<file path="config.mk">
export PLATFORM = sky130hd
export DESIGN_NAME = sequence_decoder
export DESIGN_NICKNAME = d
export VERILOG_FILES = /design/src/rtl/sequence_decoder.sv
export SDC_FILE = /design/constraint.sdc
export NUM_CORES = 1
export LEC_CHECK = 0
export CAP_MARGIN = 20
export CORE_MARGIN = 1
export CORE_UTILIZATION = 29
export DETAILED_ROUTE_END_ITERATION = 8
export DONT_BUFFER_PORTS = 1
export PLACE_DENSITY_LB_ADDON = 0.05
export SETUP_SLACK_MARGIN = 0.1
export SLEW_MARGIN = 20
export SYNTH_ARGS = -nofsm -noshare
export SYNTH_HDL_FRONTEND = slang
export SYNTH_SLANG_ARGS = --single-unit
</file>
<file path="constraint.sdc">
create_clock -name clock -period 1.7 [get_ports clock]
set_input_delay 0.085 -clock clock [delete_from_list [all_inputs] [get_ports clock]]
set_output_delay 0.085 -clock clock [all_outputs]
set_load 0.02 [all_outputs]
</file>
<file path="src/rtl/sequence_decoder.sv">
// Decodes the 40-bit reseed word embedded in one line of an interleaved Cr Y Cb Y
// stream: luma majority voting per bit, chroma sanity checking, identifier match.
module sequence_decoder #(
   parameter logic [9:0]  THRESHOLD      = 10'h1F6,
   parameter logic [9:0]  CHROMA_NEUTRAL = 10'h200,
   parameter logic [9:0]  CHROMA_TOL     = 10'h040,
   parameter logic [7:0]  EXPECTED_ID    = 8'hA5,
   parameter int unsigned ALIGN_OFFSET   = 0
) (
   input  logic        clock,
   input  logic        reset,
   input  logic        enable,
   input  logic [9:0]  sample_in,
   output logic [31:0] reseed_count,
   output logic        reseed_valid,
   output logic        id_error,
   output logic        format_error,
   output logic        abort,
   output logic        busy
);

   localparam logic [5:0] LAST_SAMPLE = 6'd35;  // 36 samples (18 luma) per bit
   localparam logic [5:0] LAST_BIT    = 6'd39;  // 40 bits per word
   localparam logic [4:0] VOTE_MIN    = 5'd10;  // luma votes needed for a 1
   localparam int         SKIP_W      = (ALIGN_OFFSET > 1) ? $clog2(ALIGN_OFFSET) : 1;
   localparam logic [SKIP_W-1:0] SKIP_LAST = SKIP_W'(ALIGN_OFFSET - 1);

   typedef enum logic [2:0] {
      S_IDLE,
      S_SKIP,
      S_COLLECT,
      S_REPORT,
      S_WAIT_LOW
   } state_e;

   state_e              state_q, state_d;
   logic                en_q;
   logic                armed_q, armed_d;
   logic [SKIP_W-1:0]   skip_cnt_q, skip_cnt_d;
   logic [5:0]          sample_cnt_q, sample_cnt_d;
   logic [5:0]          bit_cnt_q, bit_cnt_d;
   logic [4:0]          vote_q, vote_d;
   logic [39:0]         word_q, word_d;
   logic                viol_q, viol_d;
   logic [31:0]         reseed_count_q, reseed_count_d;
   logic                reseed_valid_q, reseed_valid_d;
   logic                id_error_q, id_error_d;
   logic                format_error_q, format_error_d;
   logic                abort_q, abort_d;

   logic                rise;
   logic                is_luma;
   logic                luma_hit;
   logic [9:0]          chroma_dev;
   logic                chroma_bad;
   logic [4:0]          vote_sum;
   logic                bit_value;
   logic                start_collect;

   // armed_q only sets once enable has been seen low after reset, so a line
   // already in progress when reset drops cannot be mistaken for a new one.
   assign rise       = enable && !en_q && armed_q;
   assign armed_d    = !enable;

   assign is_luma    = sample_cnt_q[0];
   assign luma_hit   = is_luma && (sample_in > THRESHOLD);
   assign chroma_dev = (sample_in >= CHROMA_NEUTRAL) ? (sample_in - CHROMA_NEUTRAL)
                                                     : (CHROMA_NEUTRAL - sample_in);
   assign chroma_bad = !is_luma && (chroma_dev > CHROMA_TOL);
   assign vote_sum   = vote_q + {4'd0, luma_hit};
   assign bit_value  = (vote_sum >= VOTE_MIN);

   always_comb begin
      // NOTE: every variable gets a default before the case so no path can infer a latch.
      state_d        = state_q;
      skip_cnt_d     = skip_cnt_q;
      sample_cnt_d   = sample_cnt_q;
      bit_cnt_d      = bit_cnt_q;
      vote_d         = vote_q;
      word_d         = word_q;
      viol_d         = viol_q;
      reseed_count_d = reseed_count_q;
      reseed_valid_d = 1'b0;
      id_error_d     = 1'b0;
      format_error_d = 1'b0;
      abort_d        = 1'b0;
      start_collect  = 1'b0;

      unique case (state_q)
         S_IDLE: begin
            if (rise) begin
               if (ALIGN_OFFSET == 0) begin
                  start_collect = 1'b1;
               end else begin
                  state_d    = S_SKIP;
                  skip_cnt_d = '0;
               end
            end
         end

         S_SKIP: begin
            if (!enable) begin
               abort_d = 1'b1;
               state_d = S_IDLE;
            end else if (skip_cnt_q == SKIP_LAST) begin
               start_collect = 1'b1;
            end else begin
               skip_cnt_d = skip_cnt_q + SKIP_W'(1);
            end
         end

         S_COLLECT: begin
            // A sample only counts when enable is high, including the very last one.
            if (!enable) begin
               abort_d = 1'b1;
               state_d = S_IDLE;
            end else begin
               viol_d = viol_q || chroma_bad;
               if (sample_cnt_q == LAST_SAMPLE) begin
                  word_d       = {word_q[38:0], bit_value};
                  sample_cnt_d = '0;
                  vote_d       = '0;
                  bit_cnt_d    = bit_cnt_q + 6'd1;
                  if (bit_cnt_q == LAST_BIT) begin
                     state_d = S_REPORT;
                  end
               end else begin
                  sample_cnt_d = sample_cnt_q + 6'd1;
                  vote_d       = vote_sum;
               end
            end
         end

         S_REPORT: begin
            if (viol_q) begin
               format_error_d = 1'b1;
            end else if (word_q[39:32] != EXPECTED_ID) begin
               id_error_d = 1'b1;
            end else begin
               reseed_count_d = word_q[31:0];
               reseed_valid_d = 1'b1;
            end
            state_d = enable ? S_WAIT_LOW : S_IDLE;
         end

         S_WAIT_LOW: begin
            if (!enable) begin
               state_d = S_IDLE;
            end
         end

         default: state_d = S_IDLE;
      endcase

      if (start_collect) begin
         state_d      = S_COLLECT;
         sample_cnt_d = '0;
         bit_cnt_d    = '0;
         vote_d       = '0;
         word_d       = '0;
         viol_d       = 1'b0;
      end
   end

   // NOTE: state registers use non-blocking assignments so every flop samples pre-edge values.
   always_ff @(posedge clock) begin
      if (reset) begin
         state_q        <= S_IDLE;
         en_q           <= 1'b0;
         armed_q        <= 1'b0;
         skip_cnt_q     <= '0;
         sample_cnt_q   <= '0;
         bit_cnt_q      <= '0;
         vote_q         <= '0;
         word_q         <= '0;
         viol_q         <= 1'b0;
         reseed_count_q <= '0;
         reseed_valid_q <= 1'b0;
         id_error_q     <= 1'b0;
         format_error_q <= 1'b0;
         abort_q        <= 1'b0;
      end else begin
         state_q        <= state_d;
         en_q           <= enable;
         armed_q        <= armed_d;
         skip_cnt_q     <= skip_cnt_d;
         sample_cnt_q   <= sample_cnt_d;
         bit_cnt_q      <= bit_cnt_d;
         vote_q         <= vote_d;
         word_q         <= word_d;
         viol_q         <= viol_d;
         reseed_count_q <= reseed_count_d;
         reseed_valid_q <= reseed_valid_d;
         id_error_q     <= id_error_d;
         format_error_q <= format_error_d;
         abort_q        <= abort_d;
      end
   end

   assign reseed_count = reseed_count_q;
   assign reseed_valid = reseed_valid_q;
   assign id_error     = id_error_q;
   assign format_error = format_error_q;
   assign abort        = abort_q;
   assign busy         = (state_q == S_SKIP) || (state_q == S_COLLECT);

endmodule

</file>
# Word-level counts from Yosys, hierarchy flattened
# Cells that the tools add are included.
# op_classes
addsub	6
magnitude_cmp	4
n_eq_ne	14
n_mux	19
bitwise	5
reduce_logical	22
# op_table
cell	count
2-to-1 mux 3 bit	5
adder 6 x 1 -> 6 bit (second input constant)	2
== test 6 bit (second input constant)	2
case mux 3 bit (4 select lines)	1
greater-or-equal comparator 10 bit (second input constant)	1
> comparator 10 x 7 -> 1 bit (second input constant)	1
> comparator 10 x 9 -> 1 bit (second input constant)	1
2-to-1 mux 10 bit	1
OR reduction 2 bit	5
subtractor 10 bit (first input constant)	1
subtractor 10 bit (second input constant)	1
2-to-1 mux 1 bit	8
!= test 4 bit (second input constant)	2
!= test 8 bit (second input constant)	1
AND reduction 4 bit	2
== test 3 x 2 -> 1 bit (second input constant)	2
2-to-1 mux 6 bit	1
!= test 3 bit (second input constant)	2
AND reduction 3 bit	2
adder 5 x 1 -> 5 bit	1
greater-or-equal comparator 5 x 4 -> 1 bit (second input constant)	1
2-to-1 mux 5 bit	1
NOT 1 bit	5
logical AND 1 bit	4
12 further kinds	17
# totals
ff_bits	100
input_bits	13
output_inout_bits	37
word_cells	85

# Logic depth before layout (Yosys ltp)
# depth
ltp_word	7
depth_mapped	9
ltp_nobuf	9

# Least setup slack after synthesis
# Ideal clock, no wire load.
# synth_timing
kind	reg2reg
startpoint	register sample_cnt_q[0]
endpoint	register bit_cnt_q[5]
setup_ps	70
arrival_time_ps	1639
t_required_ps	1630
slack_ps	-10
path_stages_with_launch	7
path_buffers	1
period_less_slack_ps	1710
path_cell_list	dfxtp_1 ha_1 and2_0 buf_1 nand3_4 or4_1 a21oi_1
# synth_between
elab_chain_cells	2
# synth_lines
item	line_no	rtl
start: declaration	40	logic [5:0] sample_cnt_q, sample_cnt_d;
start signal: assignment	187	sample_cnt_q <= sample_cnt_d;
== test 6 bit	119	if (sample_cnt_q == LAST_SAMPLE) begin
AND reduction 3 bit (no line)	--	
end signal: assignment	188	bit_cnt_q <= bit_cnt_d;
end: declaration	41	logic [5:0] bit_cnt_q, bit_cnt_d;
# Every way passes these cells.
# A chain may end at the register's enable or synchronous reset.

# Final worst setup path
# layout_timing
startpoint	register word_q[34]
endpoint	register reseed_count_q[19] (netlist: reseed_count[19])
# layout_between
elab_chain_cells	3
# layout_lines
item	line_no	rtl
start: declaration	43	logic [39:0] word_q, word_d;
start signal: assignment	190	word_q <= word_d;
!= test 8 bit	137	end else if (word_q[39:32] != EXPECTED_ID) begin
NOT 1 bit (no line)	--	
AND reduction 3 bit (no line)	--	
end signal: assignment	192	reseed_count_q <= reseed_count_d;
end: declaration	45	logic [31:0] reseed_count_q, reseed_count_d;
# Every way passes these cells.

==> results_tabular.tex <==
\begin{tabular}{lr}
\hline
Metric & Value \\
\hline
\multicolumn{2}{l}{\textbf{Timing}} \\
\quad Post-route setup slack & 0.0925 ns \\
\quad Minimum clock period & 1.61 ns \\
\quad Final setup viols & 0 \\
\quad Worst hold slack & 0.0201 ns \\
\quad Fin Setup TNS & 0 ns \\
\quad RSZ-0062 raised after global routing & true \\
\quad Worst slew margin relative to its limit & 73.7\% \\
\quad Final worst-path cycle share & 94.6\% \\
\quad Endpoints failing hold & 0 \\
\quad Achievable frequency & 622 MHz \\
\quad Clk\_skew & 0.0101 ns \\
\quad Final Max Slew Viols & 0 \\
\quad Worst-Margin Slew & 0.385 ns \\
\multicolumn{2}{l}{\textbf{Detailed routing}} \\
\quad Detailed Routing Iterations Pass 1 & 4 \\
\quad Mean number of vias per cell & 4.69 \\
\quad DRC violation total after the first TritonRoute iteration & 119 \\
\quad Average wire per cell in the routed design & 14.3 µm \\
\quad Via count & 2999 \\
\quad DRC viols & 0 \\
\quad Number of nets still failing antenna checks after routing & 0 \\
\quad Routed WL & 9.18 mm \\
\multicolumn{2}{l}{\textbf{Synth}} \\
\quad Fraction of registers with async set or reset after synthesis & 0\% \\
\quad Number of instances in the synthesized netlist & 438 \\
\quad Most used flip-flop cell after synthesis & dfxtp\_1 \\
\quad Post-synthesis cell area & 0.00390 mm² \\
\quad Net count of the mapped netlist & 455 \\
\quad Post-synth EDFFs & 0 \\
\quad Distinct cell type count after synthesis & 50 \\
\quad Largest cells by area after synthesis & dfxtp\_1, nand2\_1, mux2i\_1, a21oi\_1, nor2\_1 \\
\quad Count of synthesis-stage warnings from yosys & 0 \\
\quad Proportion of synthesized chip area in sequential cells & 51.3\% \\
\quad Flop and latch count out of synthesis & 100 \\
\quad Portion of synthesized cell area occupied by the leading cell type & 51.3\% \\
\quad Largest area contributor in the synthesized netlist & dfxtp\_1 \\
\quad Synthesized area per cell & 8.92 µm² \\
\multicolumn{2}{l}{\textbf{Power}} \\
\quad Design Power & 4.46 mW \\
\quad P per Cell Area & 914 mW/mm² \\
\quad Internal power & 3.47 mW \\
\quad Worst vdd ir & 455 µV \\
\quad Clock Power Share & 44.5\% \\
\quad Net switching power & 0.998 mW \\
\quad Static leakage & 1.89 nW \\
\quad Part of the power in registers & 52.7\% \\
\quad Combinational share of power & 2.8\% \\
\quad Switching part of the total power & 22.4\% \\
\multicolumn{2}{l}{\textbf{Min path}} \\
\quad Type of the tightest min-delay check & input pin to flop \\
\multicolumn{2}{l}{\textbf{Global route}} \\
\quad Number of global-route vias before repair & 2996 \\
\quad GRT Residual Overflow & 0 \\
\quad Overall Global Routing Usage & 13.5\% \\
\quad First-pass GRT wire length & 14.8 mm \\
\quad Pin count of the biggest net entering global routing & 45 \\
\quad Antenna violations before repair & 0 \\
\multicolumn{2}{l}{\textbf{Critical path}} \\
\quad Capturing point of the worst reg2reg path & reseed\_count[19]\$\_SDFFE\_PP0P\_ \\
\quad Launching element of the worst setup path & word\_q[34]\$\_SDFFE\_PP0P\_ \\
\quad Worst R2R Path Depth & 7 \\
\quad Data arrival at the endpoint of the critical path & 1.84 ns \\
\quad CP peak stage delay & 0.35 ns \\
\quad Critical Path, Cell by Cell & nor4bb\_4 -> buf\_4 -> nand4bb\_4 -> buf\_12 -> clkbuf\_16 -> mux2i\_1 -> nor2\_1 \\
\quad Path type of the worst setup path & flop to flop \\
\quad Critical path capture point & reseed\_count[19]\$\_SDFFE\_PP0P\_ \\
\quad Required time at the worst-slack endpoint & 1.94 ns \\
\quad Maximum fanout count along the critical path & 6 \\
\quad Critical Path Slowest Stage Cell & dfxtp\_2 \\
\quad Sort of element at the start of the critical path & flop \\
\quad Worst reg2reg path startpoint & word\_q[34]\$\_SDFFE\_PP0P\_ \\
\quad CP Capture Type & flop \\
\quad Setup slack on the worst flop-to-flop path & 0.09 ns \\
\multicolumn{2}{l}{\textbf{Cells and area}} \\
\quad Share of the core filled with cells & 37.0\% \\
\quad Fraction of final layout cells with drive strength greater than 1 & 16.8\% \\
\quad Final net count & 477 \\
\quad Fillers & 1337 \\
\quad Post-route cell area & 0.00489 mm² \\
\quad Cell Count, Final, Fillers Out & 640 \\
\quad Antenna diode instance count & 0 \\
\quad Synth-to-layout area growth & 25.1\% \\
\quad Register cell area after layout & 0.00201 mm² \\
\quad Area of combinational cells with multiple inputs & 0.00190 mm² \\
\multicolumn{2}{l}{\textbf{Place}} \\
\quad Post-DP Area & 0.00423 mm² \\
\quad Number of buffers inserted by port buffering & 0 \\
\quad Cells after DPL & 610 \\
\quad GP Congestion & 0.728 \\
\quad DP Worst Slack & 0.00356 ns \\
\quad Half-perimeter wire length after detailed placement & 5.58 mm \\
\multicolumn{2}{l}{\textbf{Run status}} \\
\quad Run status & completed \\
\multicolumn{2}{l}{\textbf{Die}} \\
\quad CORE AREA & 0.0132 mm² \\
\quad Initial Utilization & 29.6\% \\
\quad Vertical die dimension & 118 µm \\
\quad I/O Pins & 50 \\
\quad Standard-cell rows & 42 \\
\quad Die ar. & 0.0139 mm² \\
\quad Die width & 118 µm \\
\multicolumn{2}{l}{\textbf{Clock tree}} \\
\quad Clk pin slew, worst setup/hold paths & 0.07 ns \\
\quad Clock root buffer & clkbuf\_16 \\
\quad TritonCTS clock tree & done \\
\quad Clock Latency Late Sink & 0.35 ns \\
\quad TritonCTS Buffers & 9 \\
\quad Max H-tree Level & 3 \\
\quad Maximum clock path buffer count & 2 \\
\quad CTS Sinks & 100 \\
\multicolumn{2}{l}{\textbf{Flow run}} \\
\quad Number of max-cap violations & 0 \\
\hline
\end{tabular}
cell type report:
| type | count | share of cell area [%] |
|---|---|---|
| Clock buffer | 11 | 5.17 |
| Clock inverter | 4 | 0.666 |
| Inverter | 2 | 0.154 |
| Multi-Input combinational cell | 310 | 39.0 |
| Sequential cell | 100 | 41.2 |
| Tap cell | 176 | 4.51 |
| Timing Repair Buffer | 37 | 9.32 |
critical path: cells and delay by family (launching register included):
| kind | cells | cell delay (ns) |
|---|---|---|
| mux | 1 | 0.16 |
| flops | 1 | 0.35 |
| buf+inv | 3 | 0.51 |
| simple gates | 3 | 0.48 |
power by group through the flow:
stage | combinational, mW | clock (mW) | sequential [mW]
6_report | 0.125 | 1.99 | 2.35
5_1_grt | 0.138 | 2.16 | 2.35
4_1_cts | 0.128 | 2.08 | 2.35
3_5_place_dp | 0.100 | 0 | 2.40
3_3_place_gp | 0.101 | 0 | 2.40
2_1_floorplan | 0.0708 | 0 | 2.40
synthesized netlist by cell type, types with 3 or more instances:
library cell	instances
a21oi_1	57
a22oi_1	3
a2bb2oi_1	3
buf_2	6
buf_4	3
clkbuf_1	15
dfxtp_1	100
ha_1	4
mux2i_1	33
nand2_1	92
nand2b_1	4
nand3_1	6
nand4_1	3
nor2_1	47
nor2b_1	3
nor3_1	4
o21ai_0	4
or4_1	4
xor2_1	3
cell usage in the layout, fill, tap and decap left out, drive strengths merged, types with 3 or more instances in the layout:
cell         Yosys  routed
a21oi           57      57
a22oi            3       3
a2bb2oi          4       4
and2             3       3
buf             11      31
clkbuf          15      14
dfxtp          100     100
dlygate4sd3      0       3
ha               4       4
inv              2       3
mux2i           33      33
nand2           92      92
nand2b           4       4
nand3            7       7
nand4            3       3
nor2            47      47
nor2b            3       3
nor3             6       6
nor4             3       3
o21ai            4       4
or4              4       4
xor2             3       3
cell families after synthesis:
| logic type | Yosys count | synth area share (%) |
|---|---|---|
| mux | 33 | 8.46 |
| fa+ha+maj | 4 | 1.28 |
| xor+xnor | 5 | 1.12 |
| buf+inv | 28 | 3.36 |
| compound gates | 78 | 11.4 |
| flops | 100 | 51.3 |
| simple gates | 190 | 23.1 |
worst min path at each step:
stage,from,end,slack [ns],cells past startpoint
global route,reset,reseed_count[10]$_SDFFE_PP0P_,0.04,2
floorplan,reset,armed_q$_SDFF_PP0_,0.16,1
CTS,sample_in[0],viol_q$_SDFFE_PP0P_,0.006,2
global placement,reset,skip_cnt_q$_SDFFE_PP0P_,0.16,1
finish,reset,skip_cnt_q$_SDFFE_PP0P_,0.02,2
detailed placement,reset,skip_cnt_q$_SDFFE_PP0P_,0.16,1
per-layer routing:
layer	share of wire (%)	GRT usage (%)
met5	0	0
met4	2.0	7.37
met3	3.0	3.39
met2	47	21.9
met1	48	16.3
state kept, by name (all words and copies together), names as in the netlist, 3 cells and up:
register / count
vote_q: 5
state_q: 3
word_q: 40
reseed_count: 32
sample_cnt_q: 6
bit_cnt_q: 6
timing repair:
| action | in CTS | in global routing |
|---|---|---|
| hold buffers | 4 | 0 |
| endpoints found under the setup margin | 49 | 77 |
| gates resized for setup | 15 | 22 |
| cloned | 1 | 4 |
| buffers inserted | 3 | 3 |
| hold endpoints to repair | 43 | 0 |
| pin swaps | 4 | 9 |
(Power assumes the default switching activity.)
